## src/rtl/program_loader.sv

```systemverilog
// Program-memory writer: receives a framed byte stream (SYNC, L, L words, checksum)
// and writes instruction words from address 0 while holding the core off.
module program_loader #(
    parameter int          N      = 8,
    parameter int          I_SIZE = 20,
    parameter int          P_SIZE = 5,
    parameter logic [N-1:0] SYNC  = 8'hA5
) (
    input  logic              clk,
    input  logic              nRst,
    input  logic [N-1:0]      rxData,
    input  logic              rxValid,
    output logic              rxReady,
    output logic              wrEn,
    output logic [P_SIZE-1:0] wrAddr,
    output logic [I_SIZE-1:0] wrData,
    output logic              coreHold,
    output logic              done,
    output logic              error
);

    localparam int          BYTES = (I_SIZE + N - 1) / N;
    localparam int          W     = BYTES * N;
    localparam int          BCW   = (BYTES > 1) ? $clog2(BYTES) : 1;
    localparam int unsigned MAXL  = 2 ** P_SIZE;

    typedef enum logic [2:0] {
        S_IDLE,
        S_LEN,
        S_DATA,
        S_WRITE,
        S_CHECK
    } state_t;

    state_t            state, state_nxt;
    logic [W-1:0]      shreg, sh_nxt;
    logic [BCW-1:0]    bcnt;
    logic [P_SIZE-1:0] addr;
    logic [P_SIZE:0]   remaining;
    logic [N-1:0]      sum;
    logic              fire, len_bad, last_byte, last_word;

    always_comb begin
        fire      = rxValid && rxReady;
        sh_nxt    = W'({shreg, rxData});
        len_bad   = (rxData == '0) || (32'(rxData) > MAXL);
        last_byte = (bcnt == BCW'(BYTES - 1));
        last_word = (remaining == (P_SIZE + 1)'(1));
        state_nxt = state;
        case (state)
            S_IDLE:  if (fire && rxData == SYNC) state_nxt = S_LEN;
            S_LEN:   if (fire) state_nxt = len_bad ? S_IDLE : S_DATA;
            S_DATA:  if (fire && last_byte) state_nxt = S_WRITE;
            S_WRITE: state_nxt = last_word ? S_CHECK : S_DATA;
            S_CHECK: if (fire) state_nxt = S_IDLE;
            default: state_nxt = S_IDLE;
        endcase
    end

    always_ff @(posedge clk or negedge nRst) begin
        if (!nRst) state <= S_IDLE;
        else       state <= state_nxt;
    end

    // rxReady is registered from the next state so it is 0 while in reset
    always_ff @(posedge clk or negedge nRst) begin
        if (!nRst) begin
            rxReady   <= 1'b0;
            wrEn      <= 1'b0;
            wrAddr    <= '0;
            wrData    <= '0;
            coreHold  <= 1'b0;
            done      <= 1'b0;
            error     <= 1'b0;
            shreg     <= '0;
            bcnt      <= '0;
            addr      <= '0;
            remaining <= '0;
            sum       <= '0;
        end else begin
            rxReady <= (state_nxt != S_WRITE);
            wrEn    <= 1'b0;
            case (state)
                S_IDLE: begin
                    if (fire && rxData == SYNC) begin
                        coreHold <= 1'b1;
                        done     <= 1'b0;
                        error    <= 1'b0;
                        sum      <= '0;
                        addr     <= '0;
                        bcnt     <= '0;
                    end
                end
                S_LEN: begin
                    if (fire) begin
                        sum <= rxData;
                        if (len_bad) error     <= 1'b1;
                        else         remaining <= (P_SIZE + 1)'(rxData);
                    end
                end
                S_DATA: begin
                    if (fire) begin
                        sum   <= sum + rxData;
                        shreg <= sh_nxt;
                        if (last_byte) begin
                            bcnt   <= '0;
                            wrEn   <= 1'b1;
                            wrAddr <= addr;
                            wrData <= sh_nxt[I_SIZE-1:0];
                        end else begin
                            bcnt <= bcnt + 1'b1;
                        end
                    end
                end
                S_WRITE: begin
                    remaining <= remaining - 1'b1;
                    // Hold addr on the final word so it never wraps inside a full-size frame
                    if (!last_word) addr <= addr + 1'b1;
                end
                S_CHECK: begin
                    if (fire) begin
                        if (rxData == sum) begin
                            done     <= 1'b1;
                            coreHold <= 1'b0;
                        end else begin
                            error <= 1'b1;
                        end
                    end
                end
                default: ;
            endcase
        end
    end

endmodule

```

## config.mk

```make
export PLATFORM = sky130hd
export DESIGN_NAME = program_loader
export DESIGN_NICKNAME = d
export VERILOG_FILES = /design/src/rtl/program_loader.sv
export SDC_FILE = /design/constraint.sdc
export NUM_CORES = 1
export LEC_CHECK = 0
export BUFFER_PORTS_ARGS = -buffer_cell sky130_fd_sc_hd__buf_2
export CAP_MARGIN = 10
export CORE_MARGIN = 5
export CORE_UTILIZATION = 57
export DETAILED_ROUTE_END_ITERATION = 12
export GPL_ROUTABILITY_DRIVEN = 0
export GPL_TIMING_DRIVEN = 0
export PLACE_DENSITY = 0.79
export SLEW_MARGIN = 0
export SYNTH_ARGS = -nofsm -noshare
export SYNTH_HDL_FRONTEND = slang
export SYNTH_SLANG_ARGS = --single-unit
```

## constraint.sdc

```tcl
create_clock -name clk -period 3.2 [get_ports clk]
set_input_delay 0.64 -clock clk [delete_from_list [all_inputs] [get_ports clk]]
set_output_delay 0.64 -clock clk [all_outputs]
set_load 0.05 [all_outputs]
```

# --- Yosys cells after proc, flatten, opt, wreduce, memory -nomap -nowiden ---
# Index checks and enable logic that the tools add are counted.
# Widths: inputs -> output; s select.
totals:
  ff_bits: 66
classes:
  add_sub_neg: 4
  order_cmp: 1
  n_eq_ne: 18
  n_mux: 37
  n_reduce_logical: 20
op_table:
  columns: ["operator", "n"]
  rows:
  - ["$mux 8", 3]
  - ["$pmux 8 s3", 1]
  - ["$ne 2x2->1 const B", 9]
  - ["$mux 3", 5]
  - ["$pmux 3 s5", 1]
  - ["$mux 1", 13]
  - ["$mux 6", 2]
  - ["$pmux 6 s2", 1]
  - ["$reduce_and 3->1", 4]
  - ["$mux 5", 2]
  - ["$pmux 5 s2", 1]
  - ["$add 8x8->8", 1]
  - ["$eq 8x8->1", 1]
  - ["$eq 8x8->1 const B", 1]
  - ["$gt 8x6->1 const B", 1]
  - ["$logic_not 8->1", 1]
  - ["$mux 2", 4]
  - ["$reduce_and 4->1", 2]
  - ["$reduce_bool 2->1", 4]
  - ["$eq 3x2->1 const B", 2]
  - ["$eq 6x1->1 const B", 1]
  - ["$reduce_and 6->1", 1]
  - ["$reduce_bool 3->1", 2]
  - ["$sub 6x1->6 const B", 1]
  - ["13 further kinds", 16]

# --- Logic depth before layout (Yosys ltp) ---
depth:
  word_depth: 6
  depth_mapped: 8

# --- Worst setup path after synthesis ---
# No wires, ideal clock.
synth_timing:
  path_type: "input port to flip-flop"
  startpoint: "in rxData[0]"
  endpoint: "reg sum[6]"
  arrival_time_ns: 2.016
  setup_slack_ns: 1.042
  cell_stages: 8
  n_path_buf: 0
  cell_sequence: "ha_1 -> fa_1 -> a21o_1 -> a21oi_1 -> a21oi_1 -> mux2i_1 -> a21oi_1 -> o21ai_0"
synth_via:
  elab_chain_len: 4
  elab_cells_between_ends: 7
  classes_between: "add/sub (1); eq/ne (2); mux (2); reduce/logical (2)"
synth_rtl:
  columns: ["element", "line", "source"]
  rows:
  - ["from (decl)", "11", "input logic [N-1:0] rxData,"]
  - ["parallel branches: the longest is 4 deep, another holds $add 8x8->8", null, null]
  - ["to (signal assigned)", "96", "sum <= rxData;"]
  - ["to (signal assigned)", "103", "sum <= sum + rxData;"]
  - ["to (decl)", "40", "logic [N-1:0] sum;"]
# Parallel ways; which one is timed is not known. The select of a mux whose other input is x is not followed.
# A chain may end at the register's enable or synchronous reset.

# --- Final worst setup path ---
# Ends and elaborated chain as after synthesis.

==> impl_metrics.csv <==
group,metric,value,unit
cts,clock-sinks,66,
worst_setup_path,cp_common_cell,"a21oi_1",
synthesis,synth-edff-count,0,
worst_setup_path,cp.required,3.47,ns
global_routing,grt_overflow,0,
routing,route.detailed.drc,0,
synthesis,synth.distinct_cells,50,
worst_setup_path,cp_data_arrival_time,2.49,ns
final_layout,multiInputGateArea,0.00154,mm2
routing,num_vias,2582,
global_routing,antenna_found_initial,0,
run_status,outcome,"finished clean",
routing,drt_iter0_drc,175,
timing,finalMaxSlewViolations,0,
timing,slew_headroom,0.456,
synthesis,synth-seq-cells,66,
synthesis,netlist_instances,315,
worst_setup_path,worstSetupPathDepth,9,
routing,avgViaCountPerCell,5.83,
worst_setup_path,cp_slowest_cell,"fa_1",
place,port_buffers,40,
timing,tightest_slew,0.815,ns
floorplan,die-area,0.00738,mm2
final_layout,nets,388,
global_routing,grt_pass1_vias,2514,
cts,cts_hold_buffers,0,
cts,cts_root_buf,"clkbuf_8",
cts,cts_tree,"built",
synthesis,synthesis.nets,337,
power_and_ir_drop,power.density,442,mW/mm2
synthesis,syn-mean-instance-area,10.4,um2
global_routing,grt_usage,0.220,
job,maxCapViolCount,0,
cts,post_cts_buffers,0,
timing,skew,0.00893,ns
synthesis,yosysWarningCount,0,
final_layout,drive_above_1_share,0.218,
synthesis,yosysMostFrequentCell,"dfrtp_1",
timing,rsz0062_at_grt,"false",
synthesis,yosys-top-cells-count,"66 x dfrtp_1, 54 x nand2_1, 21 x a21oi_1",
floorplan,die_h,85.9,um
cts,cts_resized,0,
floorplan,die_x,85.9,um
worst_setup_path,cp_num_buf_inv,1,
routing,drt_wl_total,7.55,mm
worst_setup_path,critPathMaxFanout,7,
worst_setup_path,path_class,"input pin to flip-flop",
floorplan,start_util,0.593,
power_and_ir_drop,irDropWorstVdd,249,uV
routing,first_pass_iters,5,
place,dp.cells,427,
final_layout,syn2layout_area_growth,15.1,%
global_routing,grt_pass1_wl,12.5,mm
timing,fmax,452,MHz
final_layout,seqCellArea,0.00165,mm2
cts,htree_levels,3,
worst_setup_path,rr_worst_depth,8,
cts,clkLatencyLatePin,0.35,ns
worst_setup_path,crit_family,"compound AO/OA/AOI/OAI gates",
hold_path,min_path_type,"input pin to async pin",
floorplan,placementRows,27,
synthesis,ys_top_cells_by_area,"dfrtp_1 50%, nand2_1 6.2%, mux2_1 5.8%",
final_layout,diodes,0,
routing,postRouteAntennaNets,0,
place,dp_hpwl,5.21,mm
timing,layout_min_cycle_time,2.21,ns
synthesis,synth_area_leader_cell,"dfrtp_1",
synthesis,seq_area_frac_synth,0.502,
timing,post-route-period-util,0.692,
synthesis,synthArstFlopShare,1.00,
timing,finalHoldViolations,0,
worst_setup_path,cp_cell_sequence,"buf_2 -> ha_1 -> fa_1 -> a21o_1 -> a21oi_1 -> a21oi_1 -> mux2i_1 -> a21oi_1 -> o21ai_0",
final_layout,fillers,434,
final_layout,stdcell_count,443,
floorplan,pin_count,41,
routing,wl_per_cell,17.0,um
worst_setup_path,cp-end-kind,"flip-flop",
worst_setup_path,cp-start-kind,"input pin",
global_routing,grt_max_degree,67,
cts,clk_path_buf_depth,2,
power_and_ir_drop,power_leakage,1.92,nW
cts,cts.clk_slew.worst_paths,0.08,ns
timing,setup_viol,0,
synthesis,ys.flop_type,"dfrtp_1",
floorplan,core_area,0.00554,mm2
cts,cts_buffers,9,
synthesis,synth_top_area_frac,0.502,
synthesis,syn-cell-area,0.00329,mm2
worst_setup_path,slowest_delay,0.41,ns
timing,tns,0,ns
cell type report:
class	count	share of cell area
Buffer	14	0.0189
Sequential cell	66	0.437
Timing Repair Buffer	40	0.0536
Clock buffer	10	0.0364
Inverter	6	0.00595
Tap cell	72	0.0238
Clock inverter	6	0.0172
Multi-Input combinational cell	229	0.408
metrics by stage:
| stage | worst slack, ns | area (um2) | util | hold WS (ns) | total power [mW] |
|---|---|---|---|---|---|
| finish | 0.987 | 3780 | 0.683 | 0.369 | 1.67 |
| global route | 0.908 | 3780 | 0.683 | 0.440 | 1.74 |
| CTS | 1.02 | 3780 | 0.683 | 0.408 | 1.67 |
| detailed placement | 0.662 | 3580 | 0.646 | 0.460 | 0.965 |
| global placement | 0.688 | 3580 | 0.646 | 0.455 | 0.961 |
| floorplan | 1.04 | 3290 | - | 0.344 | 0.916 |
state kept, by name, summed over array words and instances (netlist names):
| signal | count |
|---|---|
| state | 3 |
| coreHold | 1 |
| error | 1 |
| wrAddr | 5 |
| bcnt | 2 |
| done | 1 |
| sum | 8 |
| remaining | 6 |
| rxReady | 1 |
| shreg | 12 |
| wrEn | 1 |
| wrData | 20 |
| addr | 5 |
power breakdown:
| group | internal (mW) | switching (mW) |
|---|---|---|
| Clock | 0.382 | 0.342 |
| Combinational | 0.0275 | 0.0631 |
| Sequential | 0.848 | 0.0100 |
| Total | 1.26 | 0.415 |
cells in the final DEF (no fill, tap or decap), types with 2 or more instances in the layout:
| master | Yosys | routed |
|---|---|---|
| a211o_1 | 2 | 2 |
| nor4_1 | 3 | 3 |
| xnor2_1 | 3 | 3 |
| xor2_1 | 5 | 5 |
| clkbuf_8 | 0 | 10 |
| a22oi_1 | 7 | 7 |
| nand2b_1 | 2 | 2 |
| nand4_1 | 5 | 5 |
| buf_2 | 3 | 42 |
| nor3b_1 | 3 | 3 |
| a22o_1 | 2 | 2 |
| clkbuf_1 | 8 | 8 |
| nand3b_1 | 2 | 2 |
| nor2b_1 | 2 | 2 |
| nand2_1 | 54 | 54 |
| and4_1 | 2 | 2 |
| buf_6 | 2 | 2 |
| a2bb2oi_1 | 2 | 2 |
| o22ai_1 | 6 | 6 |
| a21oi_1 | 21 | 21 |
| dfrtp_1 | 66 | 66 |
| mux2_2 | 10 | 10 |
| nor2_1 | 19 | 19 |
| nor3_1 | 6 | 6 |
| nand3_1 | 5 | 5 |
| ha_1 | 10 | 10 |
| inv_1 | 5 | 5 |
| o21ai_1 | 4 | 4 |
| clkinv_2 | 0 | 2 |
| mux2_1 | 17 | 17 |
| a21o_1 | 5 | 5 |
| o21ai_0 | 12 | 12 |
| and3_1 | 3 | 3 |
layer usage:
layer  vias up  GRT usage  share of wire
li1       1231          -              -
met1      1256      0.298           0.45
met2        78      0.335           0.47
met3        17     0.0615          0.060
met4         0     0.0892          0.020
met5         -          0              0
worst paths after layout:
path / slack, ns / start / to
setup / recovery: 0.99 / rxData[0] / sum[6]
hold / removal: 0.37 / nRst / sum[2]
setup reg to reg: 1.09 / sum[0] / sum[6]
hold reg to reg: 0.47 / shreg[6] / shreg[6]
max in group asynchronous: 2.28 / nRst / wrData[3]
min in group clk: 0.47 / shreg[6] / shreg[6]
logic make-up after synthesis:
logic type,after synthesis,share of synthesized area
AO/OA/AOI/OAI,69,0.140
XOR/XNOR,8,0.0213
adder cells (fa/ha/maj),11,0.0442
buffers and inverters,20,0.0285
flip-flops,66,0.502
multiplexers,28,0.0955
AND/OR/NAND/NOR,113,0.168
(Power assumes the default switching activity.)
